[config.mk]
export PLATFORM = sky130hd
export DESIGN_NAME = music_player_ctrl
export DESIGN_NICKNAME = d
export VERILOG_FILES = /design/src/rtl/music_player_ctrl.sv
export SDC_FILE = /design/constraint.sdc
export NUM_CORES = 1
export LEC_CHECK = 0
export ABC_CLOCK_PERIOD_IN_PS = 2200
export CORE_UTILIZATION = 53
export CTS_CLUSTER_DIAMETER = 50
export DETAILED_ROUTE_END_ITERATION = 12
export HOLD_SLACK_MARGIN = 0.05
export PLACE_DENSITY_LB_ADDON = 0.3
export REMOVE_ABC_BUFFERS = 1
export SLEW_MARGIN = 20
export SYNTH_ARGS = -nofsm -noshare
export SYNTH_HDL_FRONTEND = slang
export SYNTH_SLANG_ARGS = --single-unit
[constraint.sdc]
create_clock -name clk -period 2.2 [get_ports clk]
set_input_delay 0.44 -clock clk [delete_from_list [all_inputs] [get_ports clk]]
set_output_delay 0.44 -clock clk [all_outputs]
set_load 0.01 [all_outputs]
[src/rtl/music_player_ctrl.sv]
// Music player control path: song sequencer, NewFrame synchroniser
// and beat-base generator.
module music_player_ctrl #(
  parameter int NUM_SONGS = 4,
  parameter int SONG_BITS = 2,
  parameter int BEAT_DIV  = 1000,
  parameter int BEAT_BITS = 10,
  parameter int sim       = 0,
  parameter int BEAT_SYNC = 1
) (
  input  logic                 clk,
  input  logic                 reset,
  input  logic                 play_pause,
  input  logic                 next,
  input  logic                 prev,
  input  logic [1:0]           mode,
  input  logic                 song_done,
  input  logic                 NewFrame,
  output logic                 play,
  output logic                 reset_play,
  output logic [SONG_BITS-1:0] song,
  output logic                 ready,
  output logic                 beat
);

  localparam logic [1:0] S_INIT   = 2'd0;
  localparam logic [1:0] S_PAUSE  = 2'd1;
  localparam logic [1:0] S_PLAY   = 2'd2;
  localparam logic [1:0] S_SWITCH = 2'd3;

  localparam logic [SONG_BITS-1:0] LAST = SONG_BITS'(NUM_SONGS - 1);

  localparam int                   D   = (sim != 0) ? 64 : BEAT_DIV;
  localparam logic [BEAT_BITS-1:0] DM1 = BEAT_BITS'(D - 1);

  logic [1:0]           state_q, state_d;
  logic [SONG_BITS-1:0] song_q, song_d;
  logic                 resume_q, resume_d;
  logic [SONG_BITS-1:0] song_inc, song_dec;

  logic                 s1_q, s2_q, s3_q, ready_q;
  logic [BEAT_BITS-1:0] cnt_q, cnt_d;
  logic                 clr;

  assign song_inc = (song_q == LAST) ? '0 : song_q + SONG_BITS'(1);
  assign song_dec = (song_q == '0) ? LAST : song_q - SONG_BITS'(1);

  always_comb begin
    state_d  = state_q;
    song_d   = song_q;
    resume_d = resume_q;
    unique case (state_q)
      S_INIT: state_d = S_PAUSE;
      S_PAUSE: begin
        if (next) begin
          song_d   = song_inc;
          resume_d = 1'b0;
          state_d  = S_SWITCH;
        end else if (prev) begin
          song_d   = song_dec;
          resume_d = 1'b0;
          state_d  = S_SWITCH;
        end else if (play_pause) begin
          state_d = S_PLAY;
        end
      end
      S_PLAY: begin
        if (next) begin
          song_d   = song_inc;
          resume_d = 1'b1;
          state_d  = S_SWITCH;
        end else if (prev) begin
          song_d   = song_dec;
          resume_d = 1'b1;
          state_d  = S_SWITCH;
        end else if (song_done) begin
          state_d = S_SWITCH;
          unique case (mode)
            2'b00: begin
              song_d   = song_inc;
              resume_d = 1'b0;
            end
            // sequential stops after wrapping past the last song
            2'b01: begin
              song_d   = song_inc;
              resume_d = (song_q != LAST);
            end
            2'b10: begin
              song_d   = song_inc;
              resume_d = 1'b1;
            end
            default: resume_d = 1'b1;
          endcase
        end else if (play_pause) begin
          state_d = S_PAUSE;
        end
      end
      default: state_d = resume_q ? S_PLAY : S_PAUSE;
    endcase
  end

  always_ff @(posedge clk or posedge reset) begin
    if (reset) begin
      state_q  <= S_INIT;
      song_q   <= '0;
      resume_q <= 1'b0;
    end else begin
      state_q  <= state_d;
      song_q   <= song_d;
      resume_q <= resume_d;
    end
  end

  assign play       = (state_q == S_PLAY);
  assign reset_play = (state_q == S_INIT) || (state_q == S_SWITCH);
  assign song       = song_q;

  always_ff @(posedge clk or posedge reset) begin
    if (reset) begin
      s1_q    <= 1'b0;
      s2_q    <= 1'b0;
      s3_q    <= 1'b0;
      ready_q <= 1'b0;
    end else begin
      s1_q    <= NewFrame;
      s2_q    <= s1_q;
      s3_q    <= s2_q;
      ready_q <= s2_q & ~s3_q;
    end
  end

  assign ready = ready_q;

  // the song-switch clear overrides a coincident ready pulse
  assign clr = (BEAT_SYNC != 0) && reset_play;

  always_comb begin
    cnt_d = cnt_q;
    if (clr) begin
      cnt_d = '0;
    end else if (ready_q) begin
      cnt_d = (cnt_q == DM1) ? '0 : cnt_q + BEAT_BITS'(1);
    end
  end

  always_ff @(posedge clk or posedge reset) begin
    if (reset) begin
      cnt_q <= '0;
    end else begin
      cnt_q <= cnt_d;
    end
  end

  assign beat = ready_q && (cnt_q == DM1) && !clr;

endmodule

; ---- Yosys cells after proc, flatten, opt, wreduce, memory -nomap -nowiden
; Index checks and enable logic that the tools add are counted.
; Widths: inputs -> output; s select.
[classes]
addsub = 3
n_eq_ne = 13
n_mux = 28
bitwise = 2
reduce_logical = 13
[ops]
columns = cell, count
row1 = $mux 2, 16
row2 = $mux 10, 3
row3 = $ne 4x4->1 const B, 3
row4 = $add 10x1->10 const B, 1
row5 = $eq 10x10->1 const B, 1
row6 = $eq 2x2->1 const B, 4
row7 = $logic_not 2->1, 3
row8 = $pmux 2 s3, 1
row9 = $mux 1, 5
row10 = $ne 5x5->1 const B, 1
row11 = $eq 2x1->1 const B, 2
row12 = $pmux 1 s2, 2
row13 = $pmux 2 s2, 1
row14 = $reduce_and 4->1, 1
row15 = $reduce_bool 2->1, 2
row16 = $ne 3x3->1 const B, 1
row17 = $reduce_and 3->1, 1
row18 = $reduce_or 3->1, 1
row19 = $add 2x1->2 const B, 1
row20 = $logic_and 1x1->1, 2
row21 = $ne 2x2->1 const B, 1
row22 = $reduce_and 2->1, 1
row23 = $sub 2x1->2 const B, 1
row24 = $and 1x1->1, 1
row25 = other kinds (3), 3
[word_totals]
ff_bits = 19
wordCells = 67

; ---- Logic depth before layout (Yosys ltp)
; Gate-level depths: netlist of the first run.
[logic_depth]
ltp_word = 7
mapped_depth = 7
mapped_depth_nobuf = 6

; ---- Worst setup path before layout of the first run
; OpenSTA, ideal clock, no wires.
[synth_timing]
path_kind = register to output
startpoint = register state_q[0]
endpoint = output beat
arrival_ps = 1186
t_required_ps = 1760
path_slack_ps = 574
path_stages_with_launch = 5
cell_sequence = dfrtp_1 -> inv_1 -> ha_1 -> nand2_1 -> nor4_1
[synth_between]
elab_chain_cells = 4
elab_cells_between_ends = 5
classes_between = eq/ne: 1 / reduce/logical: 4
[synth_lines]
columns = element, line_no
row1 = "start, declared", 36  ; logic [1:0] state_q, state_d;
row2 = "start signal, assigned", 108  ; state_q <= state_d;
row3 = $eq 2x2->1 / $logic_not 2->1 (equally long branches), 115  ; assign reset_play = (state_q == S_INIT) || (state_q == S_SWITCH);
row4 = $logic_or 1x1->1 (*), 115
row5 = $logic_not 1->1 (*), 154  ; assign beat = ready_q && (cnt_q == DM1) && !clr;
row6 = $logic_and 1x1->1 (*), 154
row7 = "end, declared", 23  ; output logic beat
; Every way passes the cells marked *; elsewhere a longest branch is shown, timed or not.

; ---- Worst setup path after layout of the first run
[layout_timing]
startpoint = register cnt_q[0]
endpoint = output beat
[layout_between]
elab_chain_cells = 3
[layout_lines]
columns = element, line_no
row1 = "start, declared", 42  ; logic [BEAT_BITS-1:0] cnt_q, cnt_d;
row2 = "start signal, assigned", 150  ; cnt_q <= cnt_d;
row3 = $eq 10x10->1, 154
row4 = $logic_and 1x1->1 (2 in a row), 154
; Every way passes these cells.

==> run metrics, run 1 <==
minimum clock period=2021 ps; Tcrit/Tclk final=91.85%; switching power total=0.5517 mW; Reg-to-Reg End=song[0]$_DFFE_PP0P_; Die H=47.35 microns; Post-Syn Instances=117; post-DP HPWL=1652 microns; Area Growth Syn to Fin=20.55%; sequential fraction of the synthesis area=43.63%; CTS Buf Count=3; site row count=16; DP Area=1282 sq um; CTS tree=done; Area contributors post-synth=dfrtp_1 (44%), ha_1 (8.0%), xor2_1 (4.0%); hold depth=0; critical path startpoint category=flip-flop; highest clock rate=494.9 MHz; synth unique cells=30; antenna violations before repair=0; Clk network pwr share=12.5%; worst rel slew slack=53.51%; DRT iter0 DRCs=15; delay-heaviest family, CP=flip-flops; Clock transition at path regs=100 ps; Vias=882; port buffer count=14; Ys Warns=0; Syn Area/Cell=9.314 sq um; R2R setup slack=380 ps; Final Hold Viols=0; clk_lat worst skew=300 ps; H-tree depth=1; DIE AREA=2242 sq um; max_cap viols=0; # nets final=155; Critical Path AT=1580 ps; switch share=39.93%; largest net degree at the start of global routing=20; critical path cell sequence=ha_1 -> nand4b_1 -> nor4_1 -> dlygate4sd2_1; Slew Limit Fails=0; share of layout cells above drive strength 1=7.971%; PnR worst setup slack=179.2 ps; setup slack at placement=143.8 ps; Die X=47.35 microns; total track usage=22.14%; vias in the first global route=849; Final Skew=5.249 ps; CP Depth=4; final-report setup violation count=0; combinational power share=53.0%; RSZ-0062 raised after global routing=false; CP bufs+invs=1; EDFF count, synth=0; outcome=finished clean; DR WL/cell=13.16 microns; Final Wtd Congestion=0.8962; setup TNS=0 ps; #FFs+latches synth=19; Vias/cell=5.345; remaining antenna violation count=0; Crit Reg-Reg Startpoint=state_q[0]$_DFFE_PP0P_; Synth top area share=43.63%; WL final=2171 microns; post-layout total power=1.382 mW; slowest stage delay, CP=410 ps; initial cell density of the core=56.12%; power per cell area=1052 nW/um^2; clk sink count=19; post-cts hold buffer count=0; critical path class=flip-flop to primary output; Worst Path Max Fanout=5; first-pass GRT wire length=3318 microns; Static Leakage=0.5665 nW; Post-synth top flop=dfrtp_1; # DRC=0; worst min path class=flip-flop to flip-flop; share of flip-flops with an asynchronous set or reset=100.0%; internal power=0.8299 mW; Worst Max-Slew Pin Slew=696.5 ps; Worst setup EP type=primary output; Max VDD drop=0.8534 mV; Synth area leader=dfrtp_1; core area=1942 sq um; CP required=1760 ps; Worst Hold Endpoint=s2_q$_DFF_PP0_; Longest Clk Path Bufs=2; Finished Cell Area=1314 sq um; IO Pins=15; total gr overflow=0; worst hold slack=356.7 ps; worst min-delay path startpoint=s1_q$_DFF_PP0_; part of the power in registers=34.5%; Pre-antenna DRT Iters=4; root buffer cell=clkbuf_4; Mapped Area=1090 sq um; R2R cell count=6; Slowest cell on crit path=dfrtp_1; # diodes=0
## flip-flops by register name (all words and copies together) (netlist names)
signal	cells
cnt_q	10
ready	1
resume_q	1
s1_q	1
s2_q	1
s3_q	1
song	2
state_q	2
## Yosys cell counts, types with 2 or more instances
cell,n
dfrtp_1,19
xnor2_1,3
nor3_1,2
o31ai_1,3
nand3b_1,3
o21ai_0,8
nand4b_1,2
inv_1,10
ha_1,7
nand2_1,8
nor2_1,11
a21oi_1,7
nor2b_1,5
xor2_1,5
nand4_1,4
nand2b_1,3
nand3_1,4
## how the worst max path moves through the flow
stage	startpoint	endpoint	slack (ps)
2_1_floorplan	state_q[0]$_DFFE_PP0P_	beat	570
3_3_place_gp	cnt_q[0]$_DFFE_PP0P_	beat	240
3_5_place_dp	song_done	song[0]$_DFFE_PP0P_	140
4_1_cts	state_q[1]$_DFFE_PP0P_	beat	160
5_1_grt	cnt_q[0]$_DFFE_PP0P_	beat	20
6_report	cnt_q[0]$_DFFE_PP0P_	beat	180
## logic make-up after synthesis
family / share of synthesized area [%]
flip-flops: 43.63
AO/OA/AOI/OAI: 12.40
XOR/XNOR: 6.430
adder cells (fa/ha/maj): 8.036
AND/OR/NAND/NOR: 25.72
buffers and inverters: 3.789
## through the flow
step / util [%] / std cells
global route: 67.65 / 165
detailed placement: 66.04 / 160
CTS: 67.65 / 165
floorplan: - / 116
global placement: 66.04 / 160
finish: 67.65 / 165
## power groups by stage
stage | combinational [mW] | sequential, mW | clock (mW)
after detailed placement | 0.731 | 0.487 | 0
final | 0.732 | 0.477 | 0.173
after CTS | 0.739 | 0.476 | 0.181
after global placement | 0.704 | 0.480 | 0
after global routing | 0.831 | 0.486 | 0.187
after floorplan | 0.439 | 0.483 | 0
## layer usage
layer	share of wire (%)	vias up	global-route usage [%]
met5	0	-	0
met3	3.0	4	2.308
li1	-	446	-
met1	42	420	22.64
met4	2.8	0	14.29
met2	52	12	41.92
## cell usage in the layout (no fill, tap or decap), drive strengths merged, types with 2 or more instances in the layout
cell type      instances
buf                    4
ha                     7
o21ai                  9
xor2                   5
nand4b                 2
nor2                  11
nand2b                 3
nand3                  4
nor3                   2
o31ai                  3
xnor2                  3
a21oi                  7
nand3b                 3
dlygate4sd2            2
nand2                  9
clkbuf                 4
clkdlybuf4s50         12
inv                   10
nand4                  4
dfrtp                 19
nor2b                  5
## layout make-up
cell class / count / area, sq um
multi-input combinational: 87 / 573.1
sequential: 19 / 475.5
clock buffer: 4 / 26.28
tap: 27 / 33.78
timing repair buffer: 18 / 167.7
inverter: 10 / 37.54
fill: 167 / 628.1
## timing repair
item                                    4_1_cts  5_1_grt
setup buffers                                 1        0
gates resized for setup                       2        0
endpoints found under the setup margin        2        0
## worst register-to-register path: stages (launching register included)
cell      delay, ps
dfrtp_1         390
buf_4           140
ha_1            240
nor2b_1         200
a21boi_0        160
or2_2           310
o31ai_1         270
Note: power is estimated with default switching activity, not from simulation.
==> inputs of run 2 (changes only) <==
- CTS_CLUSTER_SIZE: default -> 25
- HOLD_SLACK_MARGIN: 0.05 -> 0.15
==> results of run 2 <==
Final layout, timing and power as in run 1 (identical DEF).
